`src/rtl/manchester_framer_if.sv`:
```
// AXI-Stream style word channel shared by the framer's payload input and header/payload output.
// The slave view leaves tuser out because upstream payload carries no sideband.
`timescale 1ns/1ps
interface manchester_framer_if #(
    parameter int DATA_WIDTH = 8
);
    logic [DATA_WIDTH-1:0] tdata;
    logic                  tvalid;
    logic                  tready;
    logic                  tlast;
    logic                  tuser;

    modport master (output tdata, output tvalid, output tlast, output tuser, input tready);
    modport slave  (input tdata, input tvalid, input tlast, output tready);
endinterface

```
`src/rtl/manchester_framer.sv`:
```
// Prepends preamble and SFD words to each payload frame ahead of the Manchester encoder.
// Also enforces an inter-frame gap, supports a per-frame header bypass and counts completed frames.
`timescale 1ns/1ps
module manchester_framer #(
    parameter int                    DATA_WIDTH    = 8,
    parameter int                    PREAMBLE_LEN  = 3,
    parameter logic [DATA_WIDTH-1:0] PREAMBLE_WORD = 'hAA,
    parameter logic [DATA_WIDTH-1:0] SFD_WORD      = 'hD5,
    parameter int                    IFG_LEN       = 2,
    parameter int                    CNT_WIDTH     = 16
) (
    input  logic                 aclk,
    input  logic                 aresetn,
    manchester_framer_if.slave   s_axis,
    manchester_framer_if.master  m_axis,
    input  logic                 cfg_bypass,
    output logic [CNT_WIDTH-1:0] frame_count,
    output logic                 busy
);

    typedef enum logic [2:0] {
        S_IDLE,
        S_PREAMBLE,
        S_SFD,
        S_DATA,
        S_GAP
    } state_t;

    localparam logic [7:0] PRE_INIT = 8'(PREAMBLE_LEN - 1);
    localparam logic [7:0] GAP_INIT = 8'((IFG_LEN > 0) ? IFG_LEN - 1 : 0);

    state_t                  state_q, state_d;
    logic [7:0]              cnt_q, cnt_d;
    logic                    last_taken_q, last_taken_d;
    logic [DATA_WIDTH-1:0]   tdata_q, tdata_d;
    logic                    tvalid_q, tvalid_d;
    logic                    tlast_q, tlast_d;
    logic                    tuser_q, tuser_d;
    logic [CNT_WIDTH-1:0]    frame_cnt_q, frame_cnt_d;

    logic s_ready;
    logic m_hs;
    logic s_hs;

    assign s_ready = (state_q == S_DATA) && !last_taken_q && (!tvalid_q || m_axis.tready);
    assign m_hs    = tvalid_q && m_axis.tready;
    assign s_hs    = s_axis.tvalid && s_ready;

    always_ff @(posedge aclk or negedge aresetn) begin
        if (!aresetn) begin
            state_q      <= S_IDLE;
            cnt_q        <= '0;
            last_taken_q <= 1'b0;
            tdata_q      <= '0;
            tvalid_q     <= 1'b0;
            tlast_q      <= 1'b0;
            tuser_q      <= 1'b0;
            frame_cnt_q  <= '0;
        end else begin
            state_q      <= state_d;
            cnt_q        <= cnt_d;
            last_taken_q <= last_taken_d;
            tdata_q      <= tdata_d;
            tvalid_q     <= tvalid_d;
            tlast_q      <= tlast_d;
            tuser_q      <= tuser_d;
            frame_cnt_q  <= frame_cnt_d;
        end
    end

    always_comb begin
        state_d      = state_q;
        cnt_d        = cnt_q;
        last_taken_d = last_taken_q;
        tdata_d      = tdata_q;
        tvalid_d     = tvalid_q;
        tlast_d      = tlast_q;
        tuser_d      = tuser_q;
        frame_cnt_d  = frame_cnt_q;

        case (state_q)
            S_IDLE: begin
                // The bypass choice is made once here and held for the whole frame.
                if (s_axis.tvalid) begin
                    if (cfg_bypass) begin
                        tvalid_d = 1'b0;
                        state_d  = S_DATA;
                    end else begin
                        tdata_d  = PREAMBLE_WORD;
                        tuser_d  = 1'b1;
                        tlast_d  = 1'b0;
                        tvalid_d = 1'b1;
                        cnt_d    = PRE_INIT;
                        state_d  = S_PREAMBLE;
                    end
                end
            end
            S_PREAMBLE: begin
                if (m_hs) begin
                    if (cnt_q == 8'd0) begin
                        tdata_d = SFD_WORD;
                        tuser_d = 1'b1;
                        state_d = S_SFD;
                    end else begin
                        cnt_d = cnt_q - 8'd1;
                    end
                end
            end
            S_SFD: begin
                if (m_hs) begin
                    tvalid_d = 1'b0;
                    state_d  = S_DATA;
                end
            end
            S_DATA: begin
                if (s_hs) begin
                    tdata_d  = s_axis.tdata;
                    tlast_d  = s_axis.tlast;
                    tuser_d  = 1'b0;
                    tvalid_d = 1'b1;
                    if (s_axis.tlast) begin
                        last_taken_d = 1'b1;
                    end
                end else if (m_hs) begin
                    tvalid_d = 1'b0;
                end
                // Input is already blocked by last_taken, so no new word can collide with this.
                if (m_hs && tlast_q) begin
                    frame_cnt_d  = frame_cnt_q + CNT_WIDTH'(1);
                    last_taken_d = 1'b0;
                    if (IFG_LEN > 0) begin
                        cnt_d   = GAP_INIT;
                        state_d = S_GAP;
                    end else begin
                        state_d = S_IDLE;
                    end
                end
            end
            S_GAP: begin
                if (cnt_q == 8'd0) begin
                    state_d = S_IDLE;
                end else begin
                    cnt_d = cnt_q - 8'd1;
                end
            end
            default: begin
                state_d = S_IDLE;
            end
        endcase
    end

    assign s_axis.tready = s_ready;
    assign m_axis.tdata  = tdata_q;
    assign m_axis.tvalid = tvalid_q;
    assign m_axis.tlast  = tlast_q;
    assign m_axis.tuser  = tuser_q;
    assign frame_count   = frame_cnt_q;
    assign busy          = (state_q != S_IDLE);

endmodule

```
`src/flat_wrapper.sv`:
```
// flat-port wrapper written by rule: the top's interface ports become plain ports
module manchester_framer_flat 
#(
    parameter int                    DATA_WIDTH    = 8,
    parameter int                    PREAMBLE_LEN  = 3,
    parameter logic [DATA_WIDTH-1:0] PREAMBLE_WORD = 'hAA,
    parameter logic [DATA_WIDTH-1:0] SFD_WORD      = 'hD5,
    parameter int                    IFG_LEN       = 2,
    parameter int                    CNT_WIDTH     = 16
)
  (aclk, aresetn, cfg_bypass, frame_count, busy, s_axis_tdata, s_axis_tvalid, s_axis_tlast, s_axis_tready, m_axis_tdata, m_axis_tvalid, m_axis_tlast, m_axis_tuser, m_axis_tready);
  manchester_framer_if #(.DATA_WIDTH(DATA_WIDTH)) s_axis_i ();
  manchester_framer_if #(.DATA_WIDTH(DATA_WIDTH)) m_axis_i ();
  input  logic aclk;
  input  logic aresetn;
  input  logic cfg_bypass;
  output logic [CNT_WIDTH-1:0] frame_count;
  output logic busy;
  input wire logic [$bits(s_axis_i.tdata)-1:0] s_axis_tdata;
  input wire logic [$bits(s_axis_i.tvalid)-1:0] s_axis_tvalid;
  input wire logic [$bits(s_axis_i.tlast)-1:0] s_axis_tlast;
  output wire logic [$bits(s_axis_i.tready)-1:0] s_axis_tready;
  output wire logic [$bits(m_axis_i.tdata)-1:0] m_axis_tdata;
  output wire logic [$bits(m_axis_i.tvalid)-1:0] m_axis_tvalid;
  output wire logic [$bits(m_axis_i.tlast)-1:0] m_axis_tlast;
  output wire logic [$bits(m_axis_i.tuser)-1:0] m_axis_tuser;
  input wire logic [$bits(m_axis_i.tready)-1:0] m_axis_tready;
  assign s_axis_i.tdata = s_axis_tdata;
  assign s_axis_i.tvalid = s_axis_tvalid;
  assign s_axis_i.tlast = s_axis_tlast;
  assign s_axis_tready = s_axis_i.tready;
  assign m_axis_tdata = m_axis_i.tdata;
  assign m_axis_tvalid = m_axis_i.tvalid;
  assign m_axis_tlast = m_axis_i.tlast;
  assign m_axis_tuser = m_axis_i.tuser;
  assign m_axis_i.tready = m_axis_tready;
  manchester_framer #(.DATA_WIDTH(DATA_WIDTH), .PREAMBLE_LEN(PREAMBLE_LEN), .PREAMBLE_WORD(PREAMBLE_WORD), .SFD_WORD(SFD_WORD), .IFG_LEN(IFG_LEN), .CNT_WIDTH(CNT_WIDTH)) u_core (.aclk(aclk), .aresetn(aresetn), .s_axis(s_axis_i), .m_axis(m_axis_i), .cfg_bypass(cfg_bypass), .frame_count(frame_count), .busy(busy));
endmodule
```
`config.mk`:
```
export PLATFORM = sky130hd
export DESIGN_NAME = manchester_framer_flat
export DESIGN_NICKNAME = d
export VERILOG_FILES = /design/src/rtl/manchester_framer_if.sv /design/src/rtl/manchester_framer.sv /design/src/flat_wrapper.sv
export SDC_FILE = /design/constraint.sdc
export NUM_CORES = 1
export LEC_CHECK = 0
export BUFFER_PORTS_ARGS = -buffer_cell sky130_fd_sc_hd__buf_2
export CORE_ASPECT_RATIO = 0.75
export CORE_UTILIZATION = 59
export CTS_CLUSTER_DIAMETER = 150
export DETAILED_ROUTE_END_ITERATION = 10
export PLACE_DENSITY = 0.95
export SYNTH_ARGS = -nofsm -noshare
export SYNTH_HDL_FRONTEND = slang
export SYNTH_SLANG_ARGS = --single-unit
```
`constraint.sdc`:
```
create_clock -name aclk -period 6.55 [get_ports aclk]
set_clock_uncertainty 0.1 [all_clocks]
set_input_delay 1.31 -clock aclk [delete_from_list [all_inputs] [get_ports aclk]]
set_output_delay 1.31 -clock aclk [all_outputs]
set_load 0.02 [all_outputs]
```
==> metrics <==
Primary FF master, synth dfrtp_1; async set or reset register ratio after synthesis 100%; sequential cell area fraction in the yosys report a little under half; ANT nets after route 0; post-synthesis area per instance 10.2 um^2; placeable core region 3380 um^2; max_cap viols 0; net count reported at finish 269; dominant cell type by count on the critical path buf_2; Crit path required time between 5000 and 6000 ps; crit-path max cell delay between 200 and 300 ps; leakage power figure about 1.3 nW; count of final hold-check violations 0; power dissipated by switching net loads 0.440 mW; critical path's slowest cell nor3_1; total routing resource utilization after global routing about a quarter; Overall Power roughly 1.1 mW; setup-violating endpoint count in the final report 0; count of pins on the block boundary 43; Yosys top cell area share a little under half; number of diodes added for antenna fixing 0; via count of the first global-routing pass roughly 1,600; critical path endpoint category primary output; die height 54.4 um; switching share of total power about 40%; Worst setup SP type input port; average routed wire per standard cell 16.5 um; fraction of power consumed by combinational cells a little over two fifths; VDD IR max 338 uV; cells along the critical path buf_2, nor2b_4, nor3_1, buf_2; number of flops mapped to enable cells by yosys 0; overall die width ~72 um; sequential cell fraction of total power a little over a third; Die Area ~3900 um^2; maximum number of pins on one net before global-route repair 40; Clk pin slew, worst setup/hold paths approximately 80 ps; wire length reported by the detailed router 4840 um; detailed-route DRC error count 0; kind of critical path input port to primary output; Setup Total Neg Slack 0 ps; number of gates resized after CTS 0; cell class contributing the biggest share of worst-path delay buffers and inverters; outcome finished, final reports clean; clock network fraction of design power 21.3%; Sink Count 39; Final Cycle Share 52.8%; worst-case setup margin in the final layout 3090 ps; CP Max Fanout 8; Worst-Margin Slew approximately 850 ps; Skew-Pair Late Insertion Delay 290 ps; FF-to-FF Start u_core.cnt_q[0]; length in cells of the worst reg-to-reg path 6; ratio of total power to cell area roughly 440 nW/um^2; First DRT Iteration DRCs about 110; clock tree from TritonCTS built; slack of the worst reg-to-reg path between 4000 and 5000 ps; Synth Warn # 0; starting density of the core a little under two thirds; Worst Hold Slack 369 ps; cts-stage hold buffer count 0; number of antenna violations at the first check in global routing 0; detail-routed via count per cell 6.29; buffers inserted during post-CTS setup optimization 0; max_slew headroom about 43%; Max Clock Freq around 0.29 GHz; vias post-DR 1,842; TritonCTS buffer count 5; cell-internal power 0.673 mW; number of core rows 18; Pins Over Slew Limit 0; cell with the most instances after synthesis dfrtp_1; Mapped Area approximately 2200 um^2; number of distinct library cells after synthesis roughly 50; pre-CTS worst setup slack roughly 3100 ps; capture point of the worst reg-to-reg path u_core.m_axis.tdata[0]; synth-to-layout area growth 16.3%; number of nets in the synthesized netlist 228; clock root buffer clkbuf_8; combined buffer and inverter count along the critical path 2; final core utilization around 74%; RSZ-0062 raised after global routing no; post-synthesis cell type with the largest combined area dfrtp_1; leading post-synthesis cells by instance count dfrtp_1, nor2_1, nand2_1; Worst Hold Depth 1; input/output buffers 42; global-route wire length before repair approximately 7500 um; DP Wirelength about 3200 um; first-pass iteration count of the detailed router 5; H-Tree Depth 2; gate count after technology mapping about 210; final period demand of the worst path between 3000 and 4000 ps; count of state elements after synthesis 39; Endpoint, Worst Hold u_core.frame_count[15]; total congestion overflow 0; start point of the worst min-delay path u_core.frame_count[15]; maximum count of clock buffers along a single path 2; cells taking the most area after synthesis dfrtp_1, xor2_1, mux2_4, nor2_1, a32o_1; RePlAce Congestion 0.851; data arrival time at the worst-slack endpoint ~2100 ps; Hold/Removal Path Class flip-flop to flip-flop; proportion of layout cells with a drive suffix above 1 24.5%
==> how the worst max path moves through the flow <==
| stage | from | to | slack, ps | cells past startpoint |
|---|---|---|---|---|
| after global placement | m_axis_tready | s_axis_tready | 3160 | 4 |
| after detailed placement | m_axis_tready | s_axis_tready | 3140 | 4 |
| after CTS | m_axis_tready | s_axis_tready | 3110 | 4 |
| after floorplan | m_axis_tready | s_axis_tready | 3110 | 3 |
| after global routing | m_axis_tready | s_axis_tready | 3040 | 4 |
| final | m_axis_tready | s_axis_tready | 3090 | 4 |
==> power groups by stage <==
| stage | logic [mW] | clock network [mW] | registers (mW) |
|---|---|---|---|
| after floorplan | 0.347 | 0 | 0.406 |
| after global placement | 0.446 | 0 | 0.399 |
| after detailed placement | 0.466 | 0 | 0.402 |
| after CTS | 0.471 | 0.237 | 0.402 |
| after global routing | 0.516 | 0.248 | 0.415 |
| final | 0.471 | 0.237 | 0.405 |
==> metal layers <==
layer	wire length, um	share of wire (%)	global-route usage (%)	up-vias
li1	-	-	-	848
met1	2100	43	33.3	887
met2	2310	48	44.0	97
met3	364	7.5	5.89	10
met4	61	1.3	6.21	0
met5	0	0	0	-
==> area by class of cell <==
cell class                 instances  area, um^2
timing repair buffer              43         218
multi-input combinational        151        1090
clock buffer                       6        72.6
clock inverter                     2        60.1
fill                             232         870
sequential                        39         976
inverter                          12        45.0
tap                               40        50.0
==> metrics by stage <==
step           instances  cell area, um^2
2_1_floorplan        211             2160
5_1_grt              293             2510
3_3_place_gp         285             2380
6_report             293             2510
3_5_place_dp         285             2380
4_1_cts              293             2510
==> kinds of logic after synthesis <==
group	Yosys count	synth area share, %
flops	39	45.2
fa+ha+maj	3	1.74
buf+inv	21	4.35
simple gates	82	21.7
xor+xnor	16	6.50
compound gates	40	14.8
mux	10	5.68
==> sequential cells by signal, summed over array words and instances, names as in the netlist <==
name                  cells
u_core.state_q            3
u_core.m_axis.tlast       1
u_core.m_axis.tuser       1
u_core.m_axis.tdata       8
u_core.m_axis.tvalid      1
u_core.last_taken_q       1
u_core.cnt_q              8
u_core.frame_count       16
==> layout by cell type, fill, tap and decap left out, types with 5 or more instances in the layout <==
master | netlist | layout
buf_2 | 3 | 42
nor3_1 | 8 | 8
nand4_1 | 8 | 8
nor2b_1 | 5 | 5
nand2b_1 | 6 | 6
nand2_1 | 13 | 13
inv_1 | 12 | 12
xor2_1 | 11 | 11
a21oi_1 | 9 | 9
a32o_1 | 5 | 5
nor2_1 | 15 | 15
nand3_1 | 7 | 7
clkbuf_8 | 0 | 5
xnor2_1 | 5 | 5
dfrtp_1 | 39 | 39
Note: power is estimated with default switching activity, not from simulation.
